### src/rtl/nx_cy_pipe_add.sv
// Pipelined carry-ripple adder/subtractor: each stage resolves SLICES_PER_STAGE
// 4-bit slices and hands its carry and the unused operand bits to the next stage.
module nx_cy_pipe_add #(
    parameter int WIDTH            = 16,
    parameter int SLICES_PER_STAGE = 2
) (
    input  logic             CK,
    input  logic             R,
    input  logic [WIDTH-1:0] A,
    input  logic [WIDTH-1:0] B,
    input  logic             CI,
    input  logic             BI,
    input  logic             IN_VALID,
    output logic             IN_READY,
    output logic [WIDTH-1:0] Y,
    output logic             CO,
    output logic             V,
    output logic             OUT_VALID,
    input  logic             OUT_READY
);

    localparam int SPAN    = 4 * SLICES_PER_STAGE;
    localparam int NSTAGES = (WIDTH + SPAN - 1) / SPAN;
    localparam int NMID    = (NSTAGES > 1) ? NSTAGES - 1 : 1;

    // Stage registers; operand bits are only carried into stages that still need them.
    logic [NSTAGES-1:0] st_vld;
    logic [NSTAGES-1:0] st_cy;
    logic [WIDTH-1:0]   st_sum [NSTAGES];
    logic [WIDTH-1:0]   st_aa  [NMID];
    logic [WIDTH-1:0]   st_bb  [NMID];
    logic               st_msb_cy;

    logic [NSTAGES-1:0] src_vld;
    logic [NSTAGES-1:0] src_cy;
    logic [WIDTH-1:0]   src_sum [NSTAGES];
    logic [WIDTH-1:0]   src_aa  [NSTAGES];
    logic [WIDTH-1:0]   src_bb  [NSTAGES];

    logic [NSTAGES-1:0] nx_cy;
    logic [WIDTH-1:0]   nx_sum [NSTAGES];
    logic [WIDTH-1:0]   nx_aa  [NMID];
    logic [WIDTH-1:0]   nx_bb  [NMID];
    logic               nx_msb_cy;

    logic [WIDTH-1:0]   t_a;
    logic [WIDTH-1:0]   t_b;
    logic [WIDTH-1:0]   t_s;
    logic               t_c;

    logic stall;
    logic accept;

    assign stall     = st_vld[NSTAGES-1] & ~OUT_READY;
    assign IN_READY  = R & ~stall;
    assign accept    = IN_VALID & IN_READY;

    assign Y         = st_sum[NSTAGES-1];
    assign CO        = st_cy[NSTAGES-1];
    assign V         = st_msb_cy ^ st_cy[NSTAGES-1];
    assign OUT_VALID = st_vld[NSTAGES-1];

    // Stage k consumes stage k-1's register; stage 0 consumes the ports.
    always_comb begin
        src_vld[0] = accept;
        src_cy[0]  = CI;
        src_sum[0] = '0;
        src_aa[0]  = A;
        src_bb[0]  = BI ? ~B : B;
        for (int unsigned k = 1; k < NSTAGES; k++) begin
            src_vld[k] = st_vld[k-1];
            src_cy[k]  = st_cy[k-1];
            src_sum[k] = st_sum[k-1];
            src_aa[k]  = st_aa[k-1];
            src_bb[k]  = st_bb[k-1];
        end
    end

    always_comb begin
        nx_msb_cy = 1'b0;
        nx_cy     = '0;
        t_a       = '0;
        t_b       = '0;
        t_s       = '0;
        t_c       = 1'b0;
        for (int unsigned j = 0; j < NMID; j++) begin
            nx_aa[j] = '0;
            nx_bb[j] = '0;
        end
        for (int unsigned k = 0; k < NSTAGES; k++) begin
            t_a = src_aa[k];
            t_b = src_bb[k];
            t_s = src_sum[k];
            t_c = src_cy[k];
            // Plain generate/propagate ripple over this stage's bit window.
            for (int unsigned i = 0; i < WIDTH; i++) begin
                if (i >= k * SPAN && i < (k + 1) * SPAN) begin
                    if (i == WIDTH - 1)
                        nx_msb_cy = t_c;
                    t_s[i] = t_a[i] ^ t_b[i] ^ t_c;
                    t_c    = (t_a[i] & t_b[i]) | ((t_a[i] ^ t_b[i]) & t_c);
                    t_a[i] = 1'b0;
                    t_b[i] = 1'b0;
                end
            end
            nx_sum[k] = t_s;
            nx_cy[k]  = t_c;
            if (k < NSTAGES - 1) begin
                nx_aa[k] = t_a;
                nx_bb[k] = t_b;
            end
        end
    end

    always_ff @(posedge CK) begin
        if (!R) begin
            st_vld    <= '0;
            st_cy     <= '0;
            st_msb_cy <= 1'b0;
            for (int unsigned k = 0; k < NSTAGES; k++)
                st_sum[k] <= '0;
            for (int unsigned j = 0; j < NMID; j++) begin
                st_aa[j] <= '0;
                st_bb[j] <= '0;
            end
        end else if (!stall) begin
            st_vld <= src_vld;
            // Stage 0 data only moves on accepting edges; bubbles keep old contents.
            for (int unsigned k = 0; k < NSTAGES; k++) begin
                if (k != 0 || accept) begin
                    st_sum[k] <= nx_sum[k];
                    st_cy[k]  <= nx_cy[k];
                    if (k < NSTAGES - 1) begin
                        st_aa[k] <= nx_aa[k];
                        st_bb[k] <= nx_bb[k];
                    end
                end
            end
            if (NSTAGES > 1 || accept)
                st_msb_cy <= nx_msb_cy;
        end
    end

endmodule

### config.mk
export PLATFORM = sky130hd
export DESIGN_NAME = nx_cy_pipe_add
export DESIGN_NICKNAME = d
export VERILOG_FILES = /design/src/rtl/nx_cy_pipe_add.sv
export SDC_FILE = /design/constraint.sdc
export NUM_CORES = 1
export LEC_CHECK = 0
export BUFFER_PORTS_ARGS = -buffer_cell sky130_fd_sc_hd__buf_2
export CAP_MARGIN = 20
export CORE_UTILIZATION = 40
export DETAILED_ROUTE_END_ITERATION = 8
export REMOVE_ABC_BUFFERS = 1
export SETUP_SLACK_MARGIN = 0.05
export SLEW_MARGIN = 25
export SYNTH_ARGS = -nofsm -noshare
export SYNTH_HDL_FRONTEND = slang
export SYNTH_SLANG_ARGS = --single-unit
### constraint.sdc
create_clock -name CK -period 5.27 [get_ports CK]
set_input_delay 0.527 -clock CK [delete_from_list [all_inputs] [get_ports CK]]
set_output_delay 0.527 -clock CK [all_outputs]
set_load 0.02 [all_outputs]
== Word-level counts from Yosys, hierarchy flattened ==
Memory sizes are Yosys's and may differ from the RTL's.
Cells that the tools add are included.
Cells by class
  reductions and logical operators: 3
  bitwise operators: 89
  muxes and demuxes: 15
Operators with widths (count)
  16-bit two-way mux: 3
  1-bit AND: 35
  1-bit XOR: 33
  1-bit bitwise OR: 18
  8-bit two-way mux: 2
  16-bit NOT: 1
  8-bit OR reduction: 2
  1-bit two-way mux: 10
  1-bit NOT: 2
  2-bit AND reduction: 1
Word-level totals
  logic and storage cells: 114
  memories: 3
  RAM bits: 48
  input port bits: 38
  register bits after elaboration: 5
  output and inout bits: 20
Memories
  st_sum: words 2, width 16, rd ports 2, clocked after memory_dff 0, wr ports 2, line 29  | logic [WIDTH-1:0] st_sum [NSTAGES];
  st_aa: words 1, width 8, rd ports 1, clocked after memory_dff 0, wr ports 1, line 30  | logic [WIDTH-1:0] st_aa [NMID];
  st_bb: words 1, width 8, rd ports 1, clocked after memory_dff 0, wr ports 1, line 31  | logic [WIDTH-1:0] st_bb [NMID];

== Logic depth before layout (Yosys ltp) ==
  word-level depth: 19
  mapped depth: 15
  mapped depth without buffers: 14

== Worst setup path after synthesis ==
OpenSTA, ideal clock, no wires.
  path type: input-to-reg
  start point: in BI
  end point: mem st_sum[0][7], data pin
  data required time: 5.015 ns
  library setup time: 0.255 ns
  path buffers: 2
  stages: 14
  setup slack: 0.990 ns
  data arrival time: 4.025 ns
  cells stage by stage: buf_6 buf_12 xor2_1 fa_1 inv_1 fa_1 fa_1 fa_1 fa_1 fa_1 fa_1 inv_1 fa_1 and3_1
RTL lines
  start, declared: line 12  | input logic BI,
  end, declared: line 29

==> summary.md <==
| Metric | Value |
|---|---|
| CTS H-tree depth | 2 |
| Total negative slack | 0 ns |
| Simple-gate share of the synthesized area | 13.20% |
| Top cells by area, synth | edfxtp_1 (53%), fa_1 (14%), xnor2_1 (5.5%), and3_1 (4.5%), dfxtp_1 (4.5%) |
| RR Startpoint | st_aa[0][0] |
| Outcome | finished clean |
| Share of layout cells above drive strength 1 | 31.22% |
| Final hold violation count | 0 |
| Pre-CTS setup slack | 0.9204 ns |
| Full die area | 0.005921 sq mm |
| Initial DRC Count | 46 |
| Async SR Flop Fraction | 0% |
| Mux share of post-synthesis cell area | 0.4454% |
| Final Max Tran Viols | 0 |
| Final setup fails | 0 |
| Die Width | 76.95 um |
| Register bit total from synthesis | 45 |
| WS Path Type | input port to register |
| PostCTS Resize Cnt | 0 |
| Pint | 588.9 uW |
| Main synth FF type | edfxtp_1 |
| Initial antenna violation count | 0 |
| Compound-Gate Fraction of Synth Area | 1.448% |
| Net Sw Power | 202.3 uW |
| Xor/xnor cell area share of the yosys netlist | 6.626% |
| Clock root buffer | clkbuf_8 |
| Sequential share of the synthesized area | 57.91% |
| Sequential share of power | 56.4% |
| Fin crit share | 76.87% |
| Mapped cell area | 0.002247 sq mm |
| Num ports | 58 |
| Antenna diodes | 0 |
| Gr ovfl total | 0 |
| Crit. End Element | register |
| Hold Path End | st_cy[0] |
| Max-cap check violation count | 0 |
| Register-to-Register Path Depth | 13 |
| Cells on Worst Hold Path | 2 |
| Worst slew pin tran | 0.6774 ns |
| CP Max Fanout | 5 |
| Worst-path cell chain | buf_2 -> xor2_1 -> fa_1 -> inv_1 -> fa_1 -> fa_1 -> fa_1 -> fa_1 -> fa_1 -> fa_1 -> inv_1 -> fa_1 -> and3_1 |
| Vias per cell | 4.354 |
| Std cell rows | 26 |
| FMAX | 246.8 MHz |
| Top-count cell post-synth | edfxtp_1 |
| Final instance area | 0.002636 sq mm |
| Switching portion of total power | 25.57% |
| CTS tree | done |
| Number of global-route vias before repair | 1,230 |
| Leakage power total | 1.246 nW |
| Crit path time final | 4.051 ns |
| Most used cell, CP | fa_1 |
| Final net count | 274 |
| Worst EP required | 5.32 ns |
| Die H | 76.95 um |
| Post-synth EDFFs | 40 |
| Worst r2r dst | st_sum[0][31] |
| CTS Hold Bufs | 0 |
| Gpl congestion | 0.7039 |
| Comb power frac | 18.3% |
| R2r setup slk | 1.49 ns |
| Clock Power Share | 25.2% |
| Peak VDD IR | 0.1148 mV |
| DRT Pass-1 Iters | 4 |
| First-pass GRT wire length | 5561 um |
| Remaining routing DRC violations | 0 |
| Synth cell types | 24 |
| Cell count after synthesis | 162 |
| Clk slew on worst S/H paths | 0.08 ns |
| Yosys warning count | 0 |
| Syn avg cell area | 13.87 sq um |
| Setup ws final | 1.219 ns |
| Crit path largest cell delay | 0.41 ns |
| Startpoint Class | input port |
| Worst Path Arrival | 4.10 ns |
| Setup Skew | 0.005444 ns |
| RSZ-0062 raised after global routing | false |
| Synth area leader | edfxtp_1 |
| Adder-Cell Fraction of Synth Area | 14.25% |
| Core Region | 0.005270 sq mm |
| Starting Density | 42.64% |
| Largest net degree at the start of global routing | 29 |
| Fill cells | 478 |
| Worst path slowest cell | fa_1 |
| Skew-Pair Late Insertion Delay | 0.29 ns |
| Num CTS Buffers | 5 |
| IO buf count | 57 |
| Most instantiated cells after synthesis | edfxtp_1 (40), inv_1 (17), and3_1 (16), fa_1 (16), nor2_1 (16) |
| Post-CTS Setup Bufs | 0 |
| Detail Route Antenna Nets | 0 |
| Detailed-route via count | 1,267 |
| GR Util All Layers | 12.48% |
| Largest family of logic cells by synthesized area | adder cells |
| CTS Sinks | 45 |
| Relative slew margins | 54.73% |
| Synth top area share | 53.45% |
| Layout area overhead | 17.32% |
| Hold_sp | st_cy[0] |
| Hpwl dp | 2574 um |
| Hold WC Path Type | register to register |
| Power Density | 300.1 mW/mm^2 |
| Routed wire per std cell | 11.85 um |
| Final WL | 3449 um |
| Clock buffer depth | 2 |
| Placed Area | 0.002554 sq mm |
## layout by cell type (no fill, tap or decap)
master / netlist / final
clkbuf_1: 0 / 1
and2_1: 8 / 8
buf_2: 1 / 57
o21a_1: 1 / 1
clkbuf_8: 0 / 5
inv_1: 17 / 17
nand3_2: 1 / 1
clkinv_2: 0 / 2
nand2_1: 10 / 10
buf_4: 2 / 1
a21boi_0: 1 / 1
nor2_1: 16 / 16
fa_1: 16 / 16
and2b_1: 1 / 1
xor2_1: 3 / 3
and3_4: 1 / 1
mux2i_1: 1 / 1
o211a_1: 1 / 1
and3_1: 16 / 16
dfxtp_1: 5 / 5
nand2_2: 1 / 1
a21boi_1: 1 / 1
xnor2_1: 14 / 14
edfxtp_1: 40 / 40
nand2b_4: 1 / 1
## final cells by class
| type | instances | area [sq um] | area share [%] |
|---|---|---|---|
| sequential | 45 | 1301 | 49.36 |
| tap | 70 | 87.58 | 3.322 |
| clock inverter | 2 | 10.01 | 0.3797 |
| inverter | 17 | 63.81 | 2.421 |
| clock buffer | 6 | 72.57 | 2.753 |
| timing repair buffer | 58 | 292.8 | 11.11 |
| multi-input combinational | 93 | 808.3 | 30.66 |
## power groups by stage
| stage | Clock [mW] | Sequential [mW] | Combinational, mW |
|---|---|---|---|
| 3_5_place_dp | 0 | 0.455 | 0.148 |
| 6_report | 0.200 | 0.447 | 0.145 |
| 4_1_cts | 0.204 | 0.447 | 0.148 |
| 5_1_grt | 0.217 | 0.451 | 0.164 |
| 2_1_floorplan | 0 | 0.477 | 0.0690 |
| 3_3_place_gp | 0 | 0.454 | 0.145 |
## per-stage QoR
| step | std cells | power [mW] | hold WS [ns] | utilization (%) |
|---|---|---|---|---|
| after global placement | 283 | 0.5995 | 0.4491 | 48.46 |
| after CTS | 291 | 0.7993 | 0.4692 | 50.02 |
| final | 291 | 0.7912 | 0.4702 | 50.02 |
| after global routing | 291 | 0.8312 | 0.5026 | 50.02 |
| after floorplan | 155 | 0.5456 | 0.4380 | - |
| after detailed placement | 283 | 0.6034 | 0.4482 | 48.46 |
## registers in the layout, indices dropped and copies added (netlist names)
name and cells:
st_sum 24, st_bb 8, st_vld 2, st_aa 8, st_msb_cy 1, st_cy 2
## worst max path at each step
| stage | from | end | slack [ns] | cells past startpoint |
|---|---|---|---|---|
| after global placement | BI | st_sum[0][7] | 1.0 | 13 |
| after global routing | BI | st_sum[0][7] | 1.08 | 13 |
| after detailed placement | BI | st_sum[0][7] | 0.92 | 13 |
| after floorplan | BI | st_sum[0][7] | 1.26 | 12 |
| final | BI | st_sum[0][7] | 1.22 | 13 |
| after CTS | BI | st_sum[0][7] | 1.23 | 13 |
## critical path, delay by kind of cell
kind	cells	cell delay (ns)
xor+xnor	1	0.19
buf+inv	3	0.30
fa+ha+maj	8	2.93
simple gates	1	0.17
## metal layers
metal / vias to the layer above / track usage [%] / routed length (um)
li1: 643 / - / -
met3: 2 / 3.333 / 138
met2: 33 / 21.43 / 1787
met5: - / 0 / 0
met4: 0 / 5.192 / 39
met1: 589 / 14.70 / 1484
## kinds of logic after synthesis
kind of cell,after synthesis
and+or+nand+nor,55
DFF,45
buffers and inverters,24
xor gates and xnor gates,17
adders and majority gates,16
AOI/OAI and AO/OA,4
muxes,1
No activity file was read; power rests on OpenSTA's default activity.
